==> config.mk <==
export PLATFORM = sky130hd
export DESIGN_NAME = t_toggle_decoder
export DESIGN_NICKNAME = d
export VERILOG_FILES = /design/src/rtl/t_codec_pkg.sv /design/src/rtl/t_word_queue.sv /design/src/rtl/t_toggle_decoder.sv
export SDC_FILE = /design/constraint.sdc
export NUM_CORES = 1
export LEC_CHECK = 0
export CAP_MARGIN = 20
export CELL_PAD_IN_SITES_DETAIL_PLACEMENT = 0
export CELL_PAD_IN_SITES_GLOBAL_PLACEMENT = 1
export CORE_MARGIN = 2
export CORE_UTILIZATION = 35
export CTS_CLUSTER_DIAMETER = 150
export DETAILED_ROUTE_END_ITERATION = 6
export PLACE_DENSITY_LB_ADDON = 0.15
export SLEW_MARGIN = 10
export SYNTH_ARGS = -nofsm -noshare
export SYNTH_HDL_FRONTEND = slang
export SYNTH_SLANG_ARGS = --single-unit
export TNS_END_PERCENT = 20
==> constraint.sdc <==
create_clock -name Clock -period 3.5 [get_ports Clock]
set_clock_uncertainty 0.05 [all_clocks]
set_input_delay 1.05 -clock Clock [delete_from_list [all_inputs] [get_ports Clock]]
set_output_delay 1.05 -clock Clock [all_outputs]
set_load 0.01 [all_outputs]
==> src/rtl/t_codec_pkg.sv <==
// Shared types and constants for the toggle-line decoder.
// Holds the FSM state enum, queue depth and default word width.
package t_codec_pkg;

    typedef enum logic {
        SEED = 1'b0,
        RUN  = 1'b1
    } state_e;

    localparam int QUEUE_DEPTH    = 2;
    localparam int WORD_W_DEFAULT = 8;

endpackage

==> src/rtl/t_word_queue.sv <==
// Two-entry FIFO holding completed words.
// Ports: clk, rst (sync high), push/push_data in, pop in
// (ignored when empty), head out, full/empty flags out.
module t_word_queue
    import t_codec_pkg::*;
#(
    parameter int W = WORD_W_DEFAULT
) (
    input  logic         clk,
    input  logic         rst,
    input  logic         push,
    input  logic [W-1:0] push_data,
    input  logic         pop,
    output logic [W-1:0] head,
    output logic         full,
    output logic         empty
);

    logic [W-1:0] mem0_q, mem0_d;
    logic [W-1:0] mem1_q, mem1_d;
    logic [1:0]   count_q, count_d;
    logic         do_pop;
    logic         do_push;

    assign empty = (count_q == 2'd0);
    assign full  = (count_q == 2'(QUEUE_DEPTH));
    assign head  = mem0_q;

    // A push into a full queue only lands if a pop frees a slot
    // in the same cycle.
    assign do_pop  = pop && !empty;
    assign do_push = push && (!full || do_pop);

    always_comb begin
        mem0_d  = mem0_q;
        mem1_d  = mem1_q;
        count_d = count_q;
        case (count_q)
            2'd0: begin
                if (do_push) begin
                    mem0_d  = push_data;
                    count_d = 2'd1;
                end
            end
            2'd1: begin
                if (do_pop && do_push) begin
                    mem0_d = push_data;
                end else if (do_pop) begin
                    count_d = 2'd0;
                end else if (do_push) begin
                    mem1_d  = push_data;
                    count_d = 2'd2;
                end
            end
            default: begin
                if (do_pop) begin
                    mem0_d = mem1_q;
                    if (do_push) begin
                        mem1_d = push_data;
                    end else begin
                        count_d = 2'd1;
                    end
                end
            end
        endcase
    end

    always_ff @(posedge clk) begin
        if (rst) begin
            mem0_q  <= '0;
            mem1_q  <= '0;
            count_q <= 2'd0;
        end else begin
            mem0_q  <= mem0_d;
            mem1_q  <= mem1_d;
            count_q <= count_d;
        end
    end

endmodule

==> src/rtl/t_toggle_decoder.sv <==
// Recovers T bits from a toggle-encoded line (T = Q ^ Q_prev) and
// packs them LSB-first into words delivered over valid/ready.
// Ports: Clock, Reset (sync high), SampleEn/Q/Resync line side;
// T/TValid bit out; WordData/WordValid/WordReady word port;
// BitCount partial-word fill; Overflow sticky drop flag, ClearOvf.
module t_toggle_decoder
    import t_codec_pkg::*;
#(
    parameter int WORD_W = WORD_W_DEFAULT,
    parameter int CNT_W  = 3
) (
    input  logic              Clock,
    input  logic              Reset,
    input  logic              SampleEn,
    input  logic              Q,
    input  logic              Resync,
    output logic              T,
    output logic              TValid,
    output logic [WORD_W-1:0] WordData,
    output logic              WordValid,
    input  logic              WordReady,
    output logic [CNT_W-1:0]  BitCount,
    output logic              Overflow,
    input  logic              ClearOvf
);

    state_e            state_q, state_d;
    logic              q_ref_q, q_ref_d;
    logic [WORD_W-2:0] shift_q, shift_d;
    logic [CNT_W-1:0]  cnt_q, cnt_d;
    logic              t_q, t_d;
    logic              tvalid_q, tvalid_d;
    logic              ovf_q, ovf_d;

    logic              t_bit;
    logic              word_last;
    logic              push;
    logic              drop;
    logic              q_full;
    logic              q_empty;
    logic [WORD_W-1:0] push_data;

    assign t_bit     = Q ^ q_ref_q;
    assign word_last = (cnt_q == CNT_W'(WORD_W - 1));
    // The final bit goes straight into the pushed word, so the
    // shift register only ever holds WORD_W-1 bits.
    assign push_data = {t_bit, shift_q};

    always_comb begin
        state_d  = state_q;
        q_ref_d  = q_ref_q;
        shift_d  = shift_q;
        cnt_d    = cnt_q;
        t_d      = t_q;
        tvalid_d = 1'b0;
        push     = 1'b0;
        if (Resync) begin
            state_d = SEED;
            shift_d = '0;
            cnt_d   = '0;
        end else if (SampleEn) begin
            q_ref_d = Q;
            if (state_q == SEED) begin
                state_d = RUN;
            end else begin
                t_d      = t_bit;
                tvalid_d = 1'b1;
                if (word_last) begin
                    push    = 1'b1;
                    shift_d = '0;
                    cnt_d   = '0;
                end else begin
                    shift_d[cnt_q] = t_bit;
                    cnt_d          = cnt_q + CNT_W'(1);
                end
            end
        end
    end

    // A drop sets the flag even when ClearOvf is asserted alongside.
    assign drop  = push && q_full && !WordReady;
    assign ovf_d = drop | (ovf_q & ~ClearOvf);

    always_ff @(posedge Clock) begin
        if (Reset) begin
            state_q  <= SEED;
            q_ref_q  <= 1'b0;
            shift_q  <= '0;
            cnt_q    <= '0;
            t_q      <= 1'b0;
            tvalid_q <= 1'b0;
            ovf_q    <= 1'b0;
        end else begin
            state_q  <= state_d;
            q_ref_q  <= q_ref_d;
            shift_q  <= shift_d;
            cnt_q    <= cnt_d;
            t_q      <= t_d;
            tvalid_q <= tvalid_d;
            ovf_q    <= ovf_d;
        end
    end

    t_word_queue #(
        .W(WORD_W)
    ) u_queue (
        .clk       (Clock),
        .rst       (Reset),
        .push      (push),
        .push_data (push_data),
        .pop       (WordReady),
        .head      (WordData),
        .full      (q_full),
        .empty     (q_empty)
    );

    assign WordValid = !q_empty;
    assign T         = t_q;
    assign TValid    = tvalid_q;
    assign BitCount  = cnt_q;
    assign Overflow  = ovf_q;

endmodule
# ---- Word-level counts from Yosys, hierarchy flattened
# Index checks and enable logic that the tools add are counted.
dict set report classes {
  n_addsub 1
  n_lt_le_gt_ge 2
  eq_ne 9
  n_mux 26
  bitwise_logic 7
  n_reduce_logical 21
}
# op n
set op_table {}
lappend op_table {{8-bit 2-to-1 mux} 7}
lappend op_table {{8-bit one-hot mux with 2 select lines} 2}
lappend op_table {{2-bit 2-to-1 mux} 6}
lappend op_table {{7-bit bitwise mux} 1}
lappend op_table {{7-bit 2-to-1 mux} 1}
lappend op_table {{1-bit logical AND} 6}
lappend op_table {{1-bit 2-to-1 mux} 6}
lappend op_table {{2-bit != test (second input constant)} 3}
lappend op_table {{3-bit AND reduction} 2}
lappend op_table {{5-bit AND reduction} 1}
lappend op_table {{3-bit by 4-bit less-than comparator with 1-bit output (second input constant)} 1}
lappend op_table {{1-bit inverter} 4}
lappend op_table {{2-bit one-hot mux with 2 select lines} 1}
lappend op_table {{2-bit AND reduction} 2}
lappend op_table {{4-bit AND reduction} 1}
lappend op_table {{3-bit by 1-bit adder with 3-bit output (second input constant)} 1}
lappend op_table {{1-bit demux with 3-bit select} 1}
lappend op_table {{3-bit equality test (second input constant)} 1}
lappend op_table {{3-bit by 1-bit >= comparator with 1-bit output (second input constant)} 1}
lappend op_table {{1-bit logical NOT} 3}
lappend op_table {{3-bit 2-to-1 mux} 1}
lappend op_table {{3-bit by 1-bit != test with 1-bit output (second input constant)} 1}
lappend op_table {{3-bit by 2-bit != test with 1-bit output (second input constant)} 1}
lappend op_table {{3-bit nonzero test} 1}
lappend op_table {{other kinds (11)} 11}
dict set report totals {
  reg_bits 33
  inputBits 7
}

# ---- Longest topological paths before layout
# Gate-level depths: netlist (run 1).
dict set report depth {
  word_depth 10
  mapped_depth 6
  ltp_nobuf 5
}

# ---- Modules after synthesis
# A second synthesis (run 1) with hierarchy kept.
dict set report unflattened {
  cells_unflattened 174
  area_unflattened_um2 1734.2
}
# module n_inst cells_per_inst area_each_um2 seq_area_each_um2
set by_module_without_submodules {}
lappend by_module_without_submodules {t_word_queue 1 96 972.2 360.3}
lappend by_module_without_submodules {t_toggle_decoder 1 78 762.0 300.3}

# ---- Worst setup path before layout (run 1)
# Ideal clock, no wire load.
dict set report synth_path {
  path_type {in2reg}
  startpoint {input SampleEn}
  endpoint {register shift_q[2]}
  t_arrival_ns 1.936
  path_slack_ns 1.444
  stages 4
  cell_sequence {buf_2 nand4b_1 or4b_1 a21oi_1}
}
dict set report synth_between {
  elab_chain_len 1
}
# item line
set synth_lines {}
lappend synth_lines {{start: declaration} t_toggle_decoder.sv:14} ;# input logic SampleEn,
lappend synth_lines {{2-bit AND reduction (no line)} --}
lappend synth_lines {{end signal: assignment} t_toggle_decoder.sv:96} ;# shift_q <= shift_d;
lappend synth_lines {{end: declaration} t_toggle_decoder.sv:29} ;# logic [WORD_W-2:0] shift_q, shift_d;
# Every way passes these cells.
# A chain may end at the register's enable or synchronous reset.

# ---- Worst setup path after layout (run 1)
dict set report layout_path {
  startpoint {register u_queue.count_q[1]}
  endpoint {output WordValid}
}
dict set report layout_between {
  elab_chain_len 2
}
# item line
set layout_lines {}
lappend layout_lines {{start: declaration} t_word_queue.sv:21} ;# logic [1:0] count_q, count_d;
lappend layout_lines {{start signal: assignment} t_word_queue.sv:76} ;# count_q <= count_d;
lappend layout_lines {{2-bit logical NOT} t_word_queue.sv:25} ;# assign empty = (count_q == 2'd0);
lappend layout_lines {{1-bit logical NOT} t_toggle_decoder.sv:117} ;# assign WordValid = !q_empty;
lappend layout_lines {{end: declaration} t_toggle_decoder.sv:20} ;# output logic WordValid,
# Every way passes these cells.

==> reports/results.tsv, run 1 <==
metric	value	unit
status	complete, no violations	
yosys_register_bits	33	
critical_path.top_delay_family	flip-flops	
slowest_stage	dfxtp_1	
multiInputGateArea	861	µm²
grt_pass1_wl	5.53	mm
netlist_area	0.00159	mm²
crit_type	reg2out	
portBuffers	21	
arrival	1.77	ns
cap_violations	0	
regArea	661	µm²
grt_setup_unrepaired	false	
grt_usage	0.138	
max_slew.worst_pin.slew	0.601	ns
avgSynthCellArea	9.19	µm²
grt_max_degree	30	
diodes	0	
dr.pass1.iters	4	
setup_violations	0	
dp_hpwl	2.41	mm
layout_min_cycle_time	2.87	ns
syn_inst	173	
fin_cells	244	
min_period_over_period	0.821	
p_per_area	356	mW/mm²
initial_utilization	0.365	
hp-class	reg2reg	
grt_overflow	0	
dr_total_vias	1269	
worst_setup_path_end_kind	output port	
tritoncts	yes	
initialDrtViolationCount	50	
async_flop_share	0	
row_count	24	
cts_buffers	5	
dp_cells	238	
max_stage_delay	0.71	ns
tns	0	ns
htreeDepth	2	
wirelength	3.40	mm
ant_nets	0	
core	0.00435	mm²
root_buffer	clkbuf_8	
cts.repair.resized	0	
syn-num-nets	182	
postCtsSetupRepairBufs	0	
timing.final.hold_violations	0	
nets	202	
yosys_warnings	0	
n_fill_cell	434	
wl_per_cell	13.9	µm
drt_drc_violations_left	0	
drive_gt1_frac	0.109	
syn2layout_area_growth	19.5	%
clock_path_buffers	2	
die_h	71.4	µm
die_area	0.00510	mm²
leakage	0.687	nW
cts.clk_slew.worst_paths	0.07	ns
cp_data_required_time	2.40	ns
crit_chain	nor2_1, inv_1, clkdlybuf4s50_1	
boundaryPins	22	
drv_slew	0	
cts_hold_buf	0	
worst_setup_path_start_kind	flip-flop	
maxSlewHeadroom	0.599	
yosys.cell_types.count	37	
grt_pass1_vias	1169	
via_per_inst	5.20	
clock_latency	0.28	ns
peakVddDrop	0.000192	V
antenna_found_initial	0	
r2r_slack	1.32	ns
yosysSeqAreaShare	0.415	
ys.flop_type	dfxtp_1	
path_max_fanout	16	
cts_sinks	33	
gp_congestion	0.745	
path_buf_inv	2	
synth_edf_count	0	
max_freq	0.348	GHz
fp.dieW	71.4	µm
## synthesized netlist by cell type (all sizes together), types with 2 or more instances
library cell	n	area (µm²)
nand2	36	135
dfxtp	33	661
mux2i	20	200
a21oi	10	61.3
nor2	9	33.8
nand3	8	40.0
mux2	7	78.8
buf	6	33.8
inv	6	22.5
clkbuf	3	12.5
nand2b	3	18.8
o211ai	3	22.5
or4b	3	30.0
ha	2	25.0
nand3b	2	15.0
nand4b	2	17.5
nand4bb	2	22.5
o311ai	2	17.5
or2	2	12.5
## cells by family (layout without fill, tap and decap cells)
| family | count (synthesis) | after routing | synth area share |
|---|---|---|---|
| AO/OA/AOI/OAI | 22 | 22 | 0.103 |
| AND/OR/NAND/NOR | 72 | 72 | 0.231 |
| adder cells (fa/ha/maj) | 2 | 2 | 0.0157 |
| XOR/XNOR | 2 | 2 | 0.0157 |
| buffers and inverters | 15 | 34 | 0.0433 |
| flip-flops | 33 | 33 | 0.415 |
| multiplexers | 27 | 27 | 0.175 |
## final timing paths
path | startpoint | endpoint | cells past startpoint
setup / recovery | u_queue.count_q[1]$_SDFFE_PP0P_ | WordValid | 3
hold / removal | u_queue.mem1_q[4]$_SDFFE_PP0P_ | u_queue.mem1_q[4]$_SDFFE_PP0P_ | 2
setup reg to reg | BitCount[0]$_SDFFE_PP0P_ | u_queue.mem1_q[5]$_SDFFE_PP0P_ | 5
hold reg to reg | u_queue.mem1_q[4]$_SDFFE_PP0P_ | u_queue.mem1_q[4]$_SDFFE_PP0P_ | 2
## cell usage in the layout, fill, tap and decap left out, types with 2 or more instances in the layout
cell type | Yosys | layout
o311ai_0 | 2 | 2
mux2_2 | 7 | 7
nand2b_1 | 3 | 3
mux2i_1 | 20 | 20
nand4b_1 | 2 | 2
inv_1 | 6 | 6
nand2_1 | 36 | 36
or4b_1 | 3 | 3
nand3b_1 | 2 | 2
dfxtp_1 | 33 | 33
clkdlybuf4s50_1 | 0 | 21
clkbuf_8 | 0 | 5
nand4bb_1 | 2 | 2
ha_1 | 2 | 2
a21oi_1 | 9 | 9
or2_2 | 2 | 2
nand3_1 | 8 | 8
o211ai_1 | 3 | 3
nor2_1 | 9 | 9
## layer usage
metal | track usage | share of wire | vias to the layer above
met3 | 0.0295 | 0.034 | 4
met5 | 0 | 0 | -
met1 | 0.173 | 0.48 | 597
met2 | 0.231 | 0.48 | 23
li1 | - | - | 645
met4 | 0.0566 | 0.0082 | 0
## worst register-to-register path, delay by kind of cell, from the launching register on
kind | cells | cell delay, ns
simple gates | 1 | 0.31
mux | 1 | 0.25
fa+ha+maj | 2 | 0.56
compound gates | 1 | 0.43
flops | 1 | 0.51
## power by group
part | leakage [nW] | internal, mW | switching, mW
Combinational | 0.381 | 0.0145 | 0.0215
Sequential | 0.266 | 0.377 | 0.00264
Clock | 0.0399 | 0.131 | 0.129
Total | 0.687 | 0.523 | 0.153
## area by class of cell
type,count,share of cell area
timing repair buffer,22,0.115
clock inverter,1,0.00263
sequential,33,0.348
multi-input combinational,125,0.453
tap,52,0.0342
inverter,6,0.0118
clock buffer,5,0.0362
## registers in the layout (all words and copies together), names as in the netlist
register / flops
BitCount: 3
Overflow: 1
T: 1
TValid: 1
q_ref_q: 1
shift_q: 7
state_q: 1
u_queue.count_q: 2
u_queue.head: 8
u_queue.mem1_q: 8
## stage by stage
stage / setup slack (ns) / power [mW] / hold WS [ns] / utilization / area [µm²]
after floorplan: 1.44 / 0.408 / 0.380 / - / 1590
after global placement: 0.665 / 0.424 / 0.389 / 0.420 / 1830
after detailed placement: 0.618 / 0.425 / 0.399 / 0.420 / 1830
after CTS: 0.587 / 0.691 / 0.407 / 0.436 / 1900
after global routing: 0.497 / 0.704 / 0.428 / 0.436 / 1900
final: 0.627 / 0.676 / 0.406 / 0.436 / 1900
No activity file was read; power rests on OpenSTA's default activity.
==> inputs of run 2 (changes only) <==
clock period = 2.5 ns   (was 3.5 ns; I/O delays follow)
==> reports/results.tsv, run 2 (synthesis results as in run 1) <==
metric	value	unit	change
drt_drc_violations_left	0		unchanged
dp_cells	244		was 238
p_per_area	498	mW/mm²	was 356 mW/mm²
layout_min_cycle_time	2.21	ns	
final_cell_mix	nand2_1, dfxtp_1, clkdlybuf4s50_1, mux2i_1		unchanged
antenna_found_initial	0		unchanged
hp-class	reg2reg		unchanged
grt_usage	0.144		was 0.138
root_buffer	clkbuf_8		unchanged
setup_violations	0		unchanged
portBuffers	21		unchanged
clock_path_buffers	2		unchanged
diodes	0		unchanged
boundaryPins	22		unchanged
crit_type	reg2out		unchanged
cp-startpoint	u_queue.count_q[0]$_SDFFE_PP0P_		was u_queue.count_q[1]$_SDFFE_PP0P_
fp.dieW	71.4	µm	unchanged
tritoncts	yes		unchanged
cp_data_required_time	1.70	ns	was 2.40 ns
wirelength	3.37	mm	was 3.40 mm
syn2layout_area_growth	23.1	%	was 19.5%
dr.pass1.iters	4		unchanged
dp_hpwl	2.40	mm	was 2.41 mm
grt_overflow	0		unchanged
n_fill_cell	417		was 434
cts_buffers	5		unchanged
cts.repair.resized	0		unchanged
clock_latency	0.28	ns	about the same
timing.final.hold_violations	0		unchanged
r2r_end	u_queue.mem1_q[0]$_SDFFE_PP0P_		was u_queue.mem1_q[5]$_SDFFE_PP0P_
die_area	0.00510	mm²	unchanged
nets	208		was 202
status	complete, no violations		unchanged
max_slew.worst_pin.slew	0.548	ns	was 0.601 ns
drv_slew	0		unchanged
fin_cells	252		was 244
cts_sinks	33		unchanged
r2r-start	BitCount[0]$_SDFFE_PP0P_		unchanged
row_count	24		unchanged
wl_per_cell	13.4	µm	was 13.9 µm
core	0.00435	mm²	unchanged
min_period_over_period	0.885		
mostFrequentLayoutCell	nand2_1		unchanged
maxSlewHeadroom	0.635		was 0.599
initial_utilization	0.365		unchanged
hold_depth	2		unchanged
endpoint	WordValid		unchanged
grt_pass1_wl	5.85	mm	was 5.53 mm
cts_hold_buf	0		unchanged
r2r_cells	5		unchanged
worst_setup_path_start_kind	flip-flop		unchanged
leakage	0.720	nW	was 0.687 nW
postCtsSetupRepairBufs	0		unchanged
initialDrtViolationCount	53		was 50
cap_violations	0		unchanged
peakVddDrop	0.000295	V	was 0.000192 V
dr_total_vias	1280		was 1,269
tns	0	ns	unchanged
grt_pass1_vias	1249		was 1,169
htreeDepth	2		unchanged
path_max_fanout	5		was 16
ant_nets	0		unchanged
arrival	1.41	ns	was 1.77 ns
drive_gt1_frac	0.145		was 0.109
grt_setup_unrepaired	false		unchanged
cts.clk_slew.worst_paths	0.07	ns	about the same
r2r_slack	0.35	ns	was 1.32 ns
via_per_inst	5.08		was 5.20
die_h	71.4	µm	unchanged
worst_setup_path_end_kind	output port		unchanged
grt_max_degree	34		was 30
max_freq	0.452	GHz	
gp_congestion	0.720		was 0.745
==> run 2: through the flow <==
step	total power [mW]	util	hold slack, ns	area, µm²	setup WS (ns)
3_5_place_dp	0.598	0.430	0.402	1870	0.0338
3_3_place_gp	0.597	0.430	0.388	1870	0.110
4_1_cts	0.997	0.450	0.411	1960	0.268
6_report	0.976	0.450	0.405	1960	0.287
2_1_floorplan	0.572	-	0.380	1590	0.627
5_1_grt	1.03	0.450	0.437	1960	0.145
==> run 2: worst min-delay path by stage <==
stage | startpoint | slack (ns) | to
6_report | u_queue.mem1_q[4]$_SDFFE_PP0P_ | 0.41 | u_queue.mem1_q[4]$_SDFFE_PP0P_
3_3_place_gp | u_queue.mem1_q[4]$_SDFFE_PP0P_ | 0.39 | u_queue.mem1_q[4]$_SDFFE_PP0P_
2_1_floorplan | u_queue.mem1_q[7]$_SDFFE_PP0P_ | 0.38 | u_queue.mem1_q[7]$_SDFFE_PP0P_
5_1_grt | u_queue.mem1_q[3]$_SDFFE_PP0P_ | 0.44 | u_queue.mem1_q[3]$_SDFFE_PP0P_
4_1_cts | u_queue.mem1_q[4]$_SDFFE_PP0P_ | 0.41 | u_queue.mem1_q[4]$_SDFFE_PP0P_
3_5_place_dp | u_queue.mem1_q[4]$_SDFFE_PP0P_ | 0.40 | u_queue.mem1_q[4]$_SDFFE_PP0P_
==> run 2: routing by layer <==
metal / up-vias / share of wire / track usage
met5: - / 0 / 0
met4: 0 / 0.014 / 0.0608
met3: 6 / 0.038 / 0.0408
met2: 25 / 0.46 / 0.223
met1: 592 / 0.49 / 0.189
li1: 657 / - / -
==> run 2: power breakdown <==
| group | internal, mW | leakage [nW] | switching (mW) | total [mW] |
|---|---|---|---|---|
| Combinational | 0.0239 | 0.410 | 0.0305 | 0.0544 |
| Clock | 0.192 | 0.0439 | 0.198 | 0.390 |
| Sequential | 0.528 | 0.266 | 0.00384 | 0.532 |
==> run 2: final cells by class <==
type / count / area (µm²) / area share
Clock inverter: 3 / 17.5 / 0.00895
Timing Repair Buffer: 28 / 263 / 0.134
Tap cell: 52 / 65.1 / 0.0332
Inverter: 6 / 22.5 / 0.0115
Multi-Input combinational cell: 125 / 861 / 0.440
Sequential cell: 33 / 661 / 0.337
Clock buffer: 5 / 68.8 / 0.0351
==> run 2: critical path, stage by stage, from the launching register on <==
cell	delay, ns
dfxtp_1	0.34
nor2_1	0.24
inv_1	0.07
clkdlybuf4s50_1	0.48
==> inputs of run 3 (changes only) <==
ABC_CLOCK_PERIOD_IN_PS = 2500   (was default)
CTS_CLUSTER_DIAMETER = default   (was 150)
==> results of run 3 <==
Final layout, timing and power as in run 2 (identical DEF).
